[config.mk]
export PLATFORM = sky130hd
export DESIGN_NAME = instruction_fetch_unit
export DESIGN_NICKNAME = d
export VERILOG_FILES = /design/src/rtl/mips_fetch_pkg.sv /design/src/rtl/fetch_pc_reg.sv /design/src/rtl/instruction_fetch_unit.sv
export SDC_FILE = /design/constraint.sdc
export NUM_CORES = 1
export LEC_CHECK = 0
export CAP_MARGIN = 20
export CORE_ASPECT_RATIO = 1.5
export CORE_UTILIZATION = 50
export DETAILED_ROUTE_END_ITERATION = 8
export PLACE_DENSITY_LB_ADDON = 0.3
export SYNTH_ARGS = -nofsm -noshare
export SYNTH_HDL_FRONTEND = slang
export SYNTH_SLANG_ARGS = --single-unit
[constraint.sdc]
create_clock -name clk -period 4.5 [get_ports clk]
set_input_delay 0.9 -clock clk [delete_from_list [all_inputs] [get_ports clk]]
set_output_delay 0.9 -clock clk [all_outputs]
set_load 0.005 [all_outputs]
[src/rtl/mips_fetch_pkg.sv]
// Shared fetch-stage definitions: halt sentinel, reset PC, FSM states and
// the IF/ID pipeline record consumed by the decode stage.
package mips_fetch_pkg;

    localparam logic [15:0] HALT_WORD        = 16'hFFFF;
    localparam logic [15:0] RESET_PC_DEFAULT = 16'h0000;

    typedef enum logic {
        RUN  = 1'b0,
        HALT = 1'b1
    } fetch_state_t;

    typedef struct packed {
        logic [15:0] instr;
        logic [15:0] pc;
        logic [15:0] pc_plus1;
        logic        valid;
    } if_id_t;

endpackage

[src/rtl/fetch_pc_reg.sv]
// 16-bit program counter: async reset, load (highest priority), increment
// with natural wrap at 16'hFFFF, otherwise hold.
module fetch_pc_reg #(
    parameter logic [15:0] RESET_PC = 16'h0000
) (
    input  logic        clk,
    input  logic        rst_n,
    input  logic        load,
    input  logic [15:0] load_value,
    input  logic        inc,
    output logic [15:0] pc
);

    // PC update: load beats increment, neither means hold
    always_ff @(posedge clk or negedge rst_n) begin
        if (!rst_n) begin
            pc <= RESET_PC;
        end else if (load) begin
            pc <= load_value;
        end else if (inc) begin
            pc <= pc + 16'd1;
        end
    end

endmodule

[src/rtl/instruction_fetch_unit.sv]
// Fetch stage: owns the PC, drives the instruction memory address, captures
// returned words into the IF/ID register, and stops on the halt sentinel.
// Redirects flush IF/ID and also leave HALT, since a halt word seen behind a
// taken branch is speculative.
module instruction_fetch_unit #(
    parameter logic [15:0] RESET_PC  = mips_fetch_pkg::RESET_PC_DEFAULT,
    parameter logic [15:0] HALT_WORD = mips_fetch_pkg::HALT_WORD
) (
    input  logic        clk,
    input  logic        rst_n,
    output logic [15:0] imem_addr,
    input  logic [15:0] imem_data,
    input  logic        stall,
    input  logic        redirect_valid,
    input  logic [15:0] redirect_target,
    output logic [15:0] if_id_instr,
    output logic [15:0] if_id_pc,
    output logic [15:0] if_id_pc_plus1,
    output logic        if_id_valid,
    output logic        halted,
    output logic [15:0] fetch_count
);

    import mips_fetch_pkg::*;

    logic [15:0]  pc;
    fetch_state_t state;
    if_id_t       if_id;
    logic [15:0]  count;
    logic         is_halt_word;
    logic         fetch_ok;

    // A real fetch happens only in RUN, unstalled, unredirected, non-halt word
    always_comb begin
        is_halt_word = (imem_data == HALT_WORD);
        fetch_ok     = (state == RUN) && !stall && !redirect_valid && !is_halt_word;
    end

    fetch_pc_reg #(
        .RESET_PC (RESET_PC)
    ) u_pc (
        .clk        (clk),
        .rst_n      (rst_n),
        .load       (redirect_valid),
        .load_value (redirect_target),
        .inc        (fetch_ok),
        .pc         (pc)
    );

    // FSM, IF/ID register and saturating delivered-instruction counter
    always_ff @(posedge clk or negedge rst_n) begin
        if (!rst_n) begin
            state <= RUN;
            if_id <= '0;
            count <= '0;
        end else if (redirect_valid) begin
            state       <= RUN;
            if_id.valid <= 1'b0;
        end else if (state == RUN && !stall) begin
            if (is_halt_word) begin
                state       <= HALT;
                if_id.valid <= 1'b0;
            end else begin
                if_id.instr    <= imem_data;
                if_id.pc       <= pc;
                if_id.pc_plus1 <= pc + 16'd1;
                if_id.valid    <= 1'b1;
                if (count != 16'hFFFF) begin
                    count <= count + 16'd1;
                end
            end
        end
    end

    // Output mapping; memory address follows the PC in every state
    always_comb begin
        imem_addr      = pc;
        if_id_instr    = if_id.instr;
        if_id_pc       = if_id.pc;
        if_id_pc_plus1 = if_id.pc_plus1;
        if_id_valid    = if_id.valid;
        halted         = (state == HALT);
        fetch_count    = count;
    end

endmodule

==> flow_summary.json, run 1 <==
{
  "yosys_most_used_dff": "dfrtp_1",
  "track_usage_pct": 24.21,
  "synth_edf_count": 0,
  "cpPeakStageDelay_ps": 500,
  "cts_num_sinks": 82,
  "critPathMostFrequentCell": "buf_4",
  "drc": 0,
  "yosysSeqAreaShare_pct": 54.21,
  "r2r-start": "u_pc.pc[0]$_DFFE_PN0P_",
  "slowest_stage": "clkdlybuf4s50_1",
  "grt_max_degree": 83,
  "worst_slew_pin_slew_ps": 713.4,
  "drv_slew": 0,
  "final_common_cell": "clkdlybuf4s50_1",
  "clockBufferDepth": 2,
  "finalNonFillerCells": 560,
  "ant_nets": 0,
  "start_util_pct": 52.03,
  "path_cells": "clkdlybuf4s50_1, nand4_1, o41ai_4, buf_4, buf_4, mux2_2",
  "mostFrequentLayoutCells": "clkdlybuf4s50_1, dfrtp_1, mux2_2",
  "startpoint": "imem_data[1]",
  "netlist_area_um2": 3785,
  "place_hpwl_um": 6375,
  "synthMuxAreaShare_pct": 10.12,
  "synth.top_cells.by_area": "dfrtp_1, mux2_2, xor2_1",
  "finClkSkew_ps": 5.804,
  "synth_fa_ha_area_share_pct": 0.6612,
  "cts_setup_buffers": 0,
  "holdBufCountCts": 0,
  "drt-vias-per-instance": 5.573,
  "routabilityCongestion": 0.8517,
  "end_kind": "flip-flop",
  "grt_pass1_wl_um": 14370,
  "clk_pin_slew_ps": 80,
  "hold_path.class": "reg2reg",
  "rsz0062_at_grt": "no",
  "arrival_ps": 3260,
  "critPathRequiredTime_ps": 4740,
  "place_area_um2": 5032,
  "grt_pass1_vias": 2991,
  "diodes": 0,
  "rows": 38,
  "ys_ff_latch": 82,
  "vias": 3121,
  "synthXorXnorAreaFrac_pct": 5.554,
  "worstPathMaxFanout": 37,
  "synth_top_area_share_pct": 54.21,
  "cts_tree": "built",
  "synth_compound_area_share_pct": 9.256,
  "finalSetupViolCount": 0,
  "seqCellArea_um2": 2052,
  "fp.dieH_um": 108.6,
  "timing.final.crit_share_pct": 66.93,
  "timing.slew.headroom_pct": 52.39,
  "crit_type": "in2reg",
  "globalRouteOverflowTotal": 0,
  "area_growth_pct": 38.55,
  "async_reset_ff_share_pct": 100.0,
  "cts.repair.resized": 0,
  "clk_latency_ps": 360,
  "fillers": 558,
  "cts_root_buf": "clkbuf_8",
  "yosysTopAreaCell": "dfrtp_1",
  "period_minus_slack_ps": 3012,
  "dp_cells": 545,
  "ys_types": 41,
  "synth_top_family_by_area": "simple AND/OR/NAND/NOR gates",
  "yosys_warnings": 0,
  "p_leak_nw": 2.129,
  "fmax_mhz": 332.0,
  "die_w_um": 73.04,
  "portBuffers": 117,
  "maxCapViolations": 0,
  "drt-total-wl_um": 9121,
  "nets": 495,
  "multi_input_area_um2": 1615,
  "firstDrtPassIters": 5,
  "hold_path.startpoint": "if_id_pc_plus1[1]$_DFFE_PN0P_",
  "synth.avg_cell_area_um2": 11.00,
  "fin_setup_tns_ps": 0,
  "peakVddDrop_v": 0.0002978,
  "cts_buffers": 9,
  "finalHoldViolations": 0,
  "synth_nets": 382,
  "first_iter_violations": 127,
  "power_density_nw_per_um2": 392.7,
  "synthSimpleGateAreaFrac_pct": 16.60,
  "ios": 118,
  "synth_cells": 344,
  "status": "finished, final reports clean",
  "htree_levels": 3,
  "core_region_area_um2": 7274,
  "start_kind": "input pin",
  "design_area_um2": 5244,
  "post_drt_wl_per_cell_um": 16.29,
  "fp.dieArea_um2": 7929,
  "layout-drive-gt1-share_pct": 13.04,
  "antenna_found_initial": 0
}
==> kinds of logic after synthesis <==
group                    count (synthesis)
AND/OR/NAND/NOR                        118
flip-flops                              82
AO/OA/AOI/OAI                           54
multiplexers                            34
buffers and inverters                   30
XOR/XNOR                                24
adder cells (fa/ha/maj)                  2
==> flip-flops by register name, indices dropped and copies added, names as in the netlist <==
name,cells
halted,1
u_pc.pc,16
if_id_instr,16
fetch_count,16
if_id_valid,1
if_id_pc_plus1,16
if_id_pc,16
==> power by group <==
group          internal (W)  switching (W)
clock              0.000279       0.000258
combinational      0.000346       0.000187
sequential         0.000861       0.000128
total               0.00149       0.000574
==> worst max-delay path, delay by kind of cell <==
kind / cells / cell delay [ps]
AO/OA/AOI/OAI: 1 / 440
AND/OR/NAND/NOR: 1 / 230
buffers and inverters: 3 / 1280
multiplexers: 1 / 390
==> per-layer routing <==
metal	routed length, um	vias up	track usage [%]	part of all wire, %
li1	-	1468	-	-
met1	3610	1544	28.53	40
met4	177	0	11.06	1.9
met5	0	-	0	0
met2	4873	96	41.73	53
met3	461	13	5.033	5.1
==> cell type report <==
cell class / instances / share of cell area, %
well taps: 100 / 2.386
inverters: 9 / 0.6442
repair buffers: 123 / 23.38
clock inverters: 3 / 0.7635
multi-input cells: 232 / 30.80
clock buffers: 11 / 2.887
flip-flops and latches: 82 / 39.13
==> stage by stage <==
step                hold WS, ps  setup WS [ps]  total power (W)  util [%]
floorplan                 473.3           2061         0.001181         -
global placement          463.5           1219         0.001520     69.18
detailed placement        469.3           1143         0.001538     69.18
CTS                       486.9           1523         0.002073     71.81
global route              501.8           1392         0.002164     72.08
finish                    483.7           1488         0.002059     72.08
==> Yosys cell counts (all sizes together), types with 9 or more instances <==
library cell  instances
clkbuf                9
nand3                11
mux2                 34
nand4                14
inv                   9
xor2                 17
nor3                 12
or3                   9
buf                  12
a31oi                12
o21ai                23
nor2                 20
nand2                25
or4                  10
dfrtp                82
==> final timing paths <==
check                      cells after the start                       endpoint  slack (ps)
min in group asynchronous                      1     if_id_instr[3]$_DFFE_PN0P_         520
hold / removal                                 1  if_id_pc_plus1[1]$_DFFE_PN0P_         480
hold reg to reg                                1  if_id_pc_plus1[1]$_DFFE_PN0P_         480
setup / recovery                               6        if_id_pc[8]$_DFFE_PN0P_        1490
max in group asynchronous                      2         u_pc.pc[6]$_DFFE_PN0P_        3360
setup reg to reg                               5        u_pc.pc[12]$_DFFE_PN0P_        2130
(Power assumes the default switching activity.)
==> inputs of run 2 (changes only) <==
--- a/config.mk
+++ b/config.mk
@@ -7,7 +7,7 @@
 export LEC_CHECK = 0
 export CAP_MARGIN = 20
 export CORE_ASPECT_RATIO = 1.5
-export CORE_UTILIZATION = 50
+export CORE_UTILIZATION = 42
 export DETAILED_ROUTE_END_ITERATION = 8
 export PLACE_DENSITY_LB_ADDON = 0.3
 export SYNTH_ARGS = -nofsm -noshare
==> constraint.sdc (replaced) <==
create_clock -name clk -period 2.7 [get_ports clk]
set_input_delay 0.54 -clock clk [delete_from_list [all_inputs] [get_ports clk]]
set_output_delay 0.54 -clock clk [all_outputs]
set_load 0.005 [all_outputs]
==> flow_summary.json, run 2 (synthesis results as in run 1) <==
{
  "cts.repair.resized": 0,
  "rows": 42,
  "period_minus_slack_ps": 2266,
  "power_density_nw_per_um2": 708.2,
  "switching_share_pct": 25.99,
  "grt_max_degree": 83,
  "peakVddDrop_v": 0.0005326,
  "cts_num_sinks": 82,
  "maxCapViolations": 0,
  "drc": 0,
  "slowest_stage": "o41ai_4",
  "firstDrtPassIters": 4,
  "p_switching_w": 0.001004,
  "rsz0062_at_grt": "no",
  "finalNonFillerCells": 578,
  "start_kind": "input pin",
  "first_iter_violations": 130,
  "hold_ws_ps": 204.9,
  "die_w_um": 79.51,
  "clk_latency_ps": 330,
  "hold_path.class": "in2async",
  "finalHoldViolations": 0,
  "core_region_area_um2": 8776,
  "finalSetupViolCount": 0,
  "cp_num_buf_inv": 2,
  "vias": 3138,
  "htree_levels": 3,
  "p_leak_nw": 2.223,
  "antenna_found_initial": 0,
  "cts_buffers": 9,
  "dp_cells": 562,
  "worstPathMaxFanout": 53,
  "ios": 118,
  "place_hpwl_um": 6738,
  "post_drt_wl_per_cell_um": 16.35,
  "ant_nets": 0,
  "fp.dieArea_um2": 9403,
  "globalRouteOverflowTotal": 0,
  "fp.dieH_um": 118.3,
  "fin_setup_tns_ps": 0,
  "fmax_mhz": 441.3,
  "critPathRequiredTime_ps": 2920,
  "start_util_pct": 43.13,
  "drt-total-wl_um": 9450,
  "seq_power_share_pct": 42.8,
  "clock_power_share_pct": 33.4,
  "routabilityCongestion": 0.7925,
  "path_delay_family": "buffers and inverters",
  "arrival_ps": 2490,
  "final_util_pct": 62.16,
  "timing.final.crit_share_pct": 83.92,
  "area_growth_pct": 44.13,
  "p_comb_share_pct": 23.8,
  "end_kind": "flip-flop",
  "drt-vias-per-instance": 5.429,
  "nets": 501,
  "clockBufferDepth": 2,
  "track_usage_pct": 21.86,
  "diodes": 0,
  "cpPeakStageDelay_ps": 490,
  "timing.slew.headroom_pct": 70.45,
  "layout-drive-gt1-share_pct": 14.32,
  "cts_root_buf": "clkbuf_16",
  "p_int_w": 0.002859,
  "mostFrequentLayoutCells": "clkdlybuf4s50_1, dfrtp_1, mux2_2",
  "portBuffers": 117,
  "worst_slew_pin_slew_ps": 443.2,
  "cts_tree": "built",
  "status": "finished, final reports clean",
  "crit_type": "in2reg",
  "holdBufCountCts": 0,
  "finClkSkew_ps": 2.611,
  "cts_setup_buffers": 0,
  "grt_pass1_wl_um": 15700,
  "grt_pass1_vias": 3151,
  "drv_slew": 0,
  "path_cells": "clkdlybuf4s50_1, nand4_1, o41ai_4, buf_12, nor2_1, mux2_2",
  "final_common_cell": "clkdlybuf4s50_1",
  "clk_pin_slew_ps": 60
}
-- run 2: metal layers --
metal	GRT usage, %	share of wire (%)
met5	0	0
met4	10.80	2.6
met3	4.093	4.7
met2	36.86	53
met1	26.12	40
-- run 2: path summary, 6_finish.rpt --
check	start	end	slack (ps)	depth (start not counted)
min in group clk	if_id_pc[11]$_DFFE_PN0P_	if_id_pc[11]$_DFFE_PN0P_	480	2
min reg2reg	if_id_pc[11]$_DFFE_PN0P_	if_id_pc[11]$_DFFE_PN0P_	480	2
max	imem_data[7]	fetch_count[1]$_DFFE_PN0P_	430	6
max reg2reg	u_pc.pc[3]$_DFFE_PN0P_	u_pc.pc[15]$_DFFE_PN0P_	460	4
min	rst_n	u_pc.pc[5]$_DFFE_PN0P_	200	2
max in group asynchronous	rst_n	if_id_pc[2]$_DFFE_PN0P_	2130	2
-- run 2: through the flow --
step / worst slack (ps) / area (um2) / total power, W
global route: 335.1 / 5455 / 0.004079
CTS: 426.9 / 5455 / 0.003905
finish: 434.1 / 5455 / 0.003863
detailed placement: 74.11 / 5135 / 0.002596
global placement: 164.6 / 5135 / 0.002565
floorplan: 621.5 / 3785 / 0.001968
-- run 2: final cells by class --
| type | instances | area, um2 |
|---|---|---|
| Timing Repair Buffer | 129 | 1296 |
| Fill cell | 735 | 3321 |
| Inverter | 9 | 33.78 |
| Sequential cell | 82 | 2052 |
| Multi-Input combinational cell | 232 | 1615 |
| Clock buffer | 11 | 242.7 |
| Tap cell | 110 | 137.6 |
| Clock inverter | 5 | 77.57 |
-- run 2: worst reg2reg max path, cell delays in order (launching register included) --
cell	delay, ps
dfrtp_1	540
nand2_1	190
or4_1	710
or4_1	540
a31oi_1	180
-- run 2: power groups by stage --
| stage | clock network, W | logic, W | registers [W] |
|---|---|---|---|
| 3_3_place_gp | 0 | 0.000906 | 0.00166 |
| 4_1_cts | 0.00132 | 0.000931 | 0.00165 |
| 3_5_place_dp | 0 | 0.000928 | 0.00167 |
| 2_1_floorplan | 0 | 0.000329 | 0.00164 |
| 6_report | 0.00129 | 0.000919 | 0.00165 |
| 5_1_grt | 0.00139 | 0.00101 | 0.00169 |
==> inputs of run 3 (changes only) <==
--- a/config.mk
+++ b/config.mk
@@ -7,7 +7,7 @@
 export LEC_CHECK = 0
 export CAP_MARGIN = 20
 export CORE_ASPECT_RATIO = 1.5
-export CORE_UTILIZATION = 42
+export CORE_UTILIZATION = 47
 export DETAILED_ROUTE_END_ITERATION = 8
 export PLACE_DENSITY_LB_ADDON = 0.3
 export SYNTH_ARGS = -nofsm -noshare
==> constraint.sdc (replaced) <==
create_clock -name clk -period 2.14 [get_ports clk]
set_input_delay 0.428 -clock clk [delete_from_list [all_inputs] [get_ports clk]]
set_output_delay 0.428 -clock clk [all_outputs]
set_load 0.005 [all_outputs]
==> flow_summary.json, run 3 (synthesis results as in run 1) <==
{
  "die_w_um": 75.27,
  "routabilityCongestion": 0.8542,
  "fmax_mhz": 474.4,
  "area_growth_pct": 50.08,
  "fp.dieArea_um2": 8423,
  "finalSetupViolCount": 0,
  "dp_cells": 577,
  "place_ws_ps": -357.3,
  "fillers": 571,
  "grt.busiest_layer": "met2",
  "end_kind": "flip-flop",
  "timing.slew.headroom_pct": 72.75,
  "ios": 118,
  "grt_pass1_vias": 3242,
  "nets": 526,
  "period_minus_slack_ps": 2108,
  "clockBufferDepth": 2,
  "final_util_pct": 73.68,
  "crit_type": "in2reg",
  "drt-total-wl_um": 9839,
  "finalNonFillerCells": 595,
  "core_region_area_um2": 7710,
  "antenna_found_initial": 0,
  "timing.final.crit_share_pct": 98.51,
  "htree_levels": 3,
  "gr-usage-met1_pct": 27.14,
  "worst_slew_pin_slew_ps": 405.1,
  "ant_nets": 0,
  "use_met3_pct": 6.335,
  "portBuffers": 117,
  "drc": 0,
  "clk_latency_ps": 330,
  "firstDrtPassIters": 4,
  "drv_slew": 0,
  "cts_buffers": 9,
  "cts_tree": "built",
  "critPathRequiredTime_ps": 2350,
  "rsz0062_at_grt": "yes",
  "clk_pin_slew_ps": 60,
  "finClkSkew_ps": 8.223,
  "status": "finished, final reports clean",
  "worstPathMaxFanout": 24,
  "grt_max_degree": 61,
  "cts_root_buf": "clkbuf_16",
  "finalHoldViolations": 0,
  "track_usage_pct": 25.05,
  "arrival_ps": 2320,
  "cts_num_sinks": 82,
  "fp.dieH_um": 111.9,
  "hold_path.class": "reg2reg",
  "design_area_um2": 5680,
  "power_density_nw_per_um2": 898.0,
  "maxCapViolations": 0,
  "met2_usage_pct": 46.07,
  "p_leak_nw": 2.363,
  "start_util_pct": 49.09,
  "mostFrequentLayoutCells": "clkdlybuf4s50_1, dfrtp_1, mux2_2",
  "first_iter_violations": 132,
  "rows": 39,
  "peakVddDrop_v": 0.0005786,
  "post_drt_wl_per_cell_um": 16.54,
  "diodes": 0,
  "vias": 3237,
  "drt-vias-per-instance": 5.440,
  "layout-drive-gt1-share_pct": 18.86,
  "grt_pass1_wl_um": 15770,
  "globalRouteOverflowTotal": 0,
  "worst_slack_ps": 31.92,
  "total_power_w": 0.005101,
  "place_area_um2": 5285,
  "place_hpwl_um": 7191,
  "final_common_cell": "clkdlybuf4s50_1",
  "start_kind": "input pin"
}
[run 3: cell types whose count changed in the layout (fill, tap and decap cells not counted)]
| cell | change |
|---|---|
| o41ai_4 | +1 |
| buf_6 | +2 |
| or4_1 | -1 |
| dfrtp_2 | +1 |
| bufinv_16 | +1 |
| clkbuf_8 | +1 |
| clkinv_2 | -2 |
| buf_12 | -1 |
| dlygate4sd3_1 | +1 |
| o41ai_2 | -1 |
| dfrtp_1 | -1 |
| or4_4 | +1 |
| buf_4 | +23 |
[run 3: cell type report]
| cell class | count | area, um2 | area share [%] |
|---|---|---|---|
| clock inverter | 4 | 97.59 | 1.718 |
| tap | 102 | 127.6 | 2.247 |
| multi-input combinational | 232 | 1630 | 28.70 |
| inverter | 9 | 33.78 | 0.5947 |
| clock buffer | 12 | 256.5 | 4.515 |
| timing repair buffer | 154 | 1481 | 26.08 |
| sequential | 82 | 2053 | 36.15 |
[run 3: through the flow]
step           setup TNS (ps)  hold slack [ps]
6_report                    0            479.9
2_1_floorplan               0            132.4
3_3_place_gp           -11710            341.6
5_1_grt                -189.9            512.5
4_1_cts                     0            484.2
3_5_place_dp           -18720            342.4
[run 3: worst max-delay path, cell delays in order]
cell	delay, ps
clkdlybuf4s50_1	490
nand4_1	210
o41ai_4	470
buf_4	330
mux2_2	370
[run 3: final timing paths]
kind | start | to | slack, ps | cells past startpoint
max | imem_data[1] | if_id_pc[12]$_DFFE_PN0P_ | 30 | 5
max in group asynchronous | rst_n | if_id_pc_plus1[14]$_DFFE_PN0P_ | 990 | 3
min | if_id_pc_plus1[9]$_DFFE_PN0P_ | if_id_pc_plus1[9]$_DFFE_PN0P_ | 480 | 2
max reg2reg | u_pc.pc[1]$_DFFE_PN0P_ | u_pc.pc[12]$_DFFE_PN0P_ | 140 | 5
min in group asynchronous | rst_n | if_id_instr[0]$_DFFE_PN0P_ | 530 | 2
min reg2reg | if_id_pc_plus1[9]$_DFFE_PN0P_ | if_id_pc_plus1[9]$_DFFE_PN0P_ | 480 | 2
[run 3: layer usage]
metal / wire length (um) / vias up / share of wire (%)
met5: 0 / - / 0
met4: 133 / 0 / 1.4
met3: 507 / 14 / 5.2
li1: - / 1534 / -
met2: 5562 / 96 / 57
met1: 3636 / 1593 / 37
[run 3: what timing repair did]
item	4_1_cts	5_1_grt
gates resized for setup	1	4
endpoints found under the setup margin	6	21
hold buffers	1	0
hold endpoints to repair	22	0
pin swaps	0	1
setup buffers	0	1
[run 3: report_power, final]
| part | internal [W] | total, W | switching (W) | leakage, nW |
|---|---|---|---|---|
| sequential | 0.00181 | 0.00206 | 0.000241 | 0.967 |
| clock | 0.00120 | 0.00181 | 0.000604 | 0.169 |
| combinational | 0.000787 | 0.00124 | 0.000450 | 1.23 |
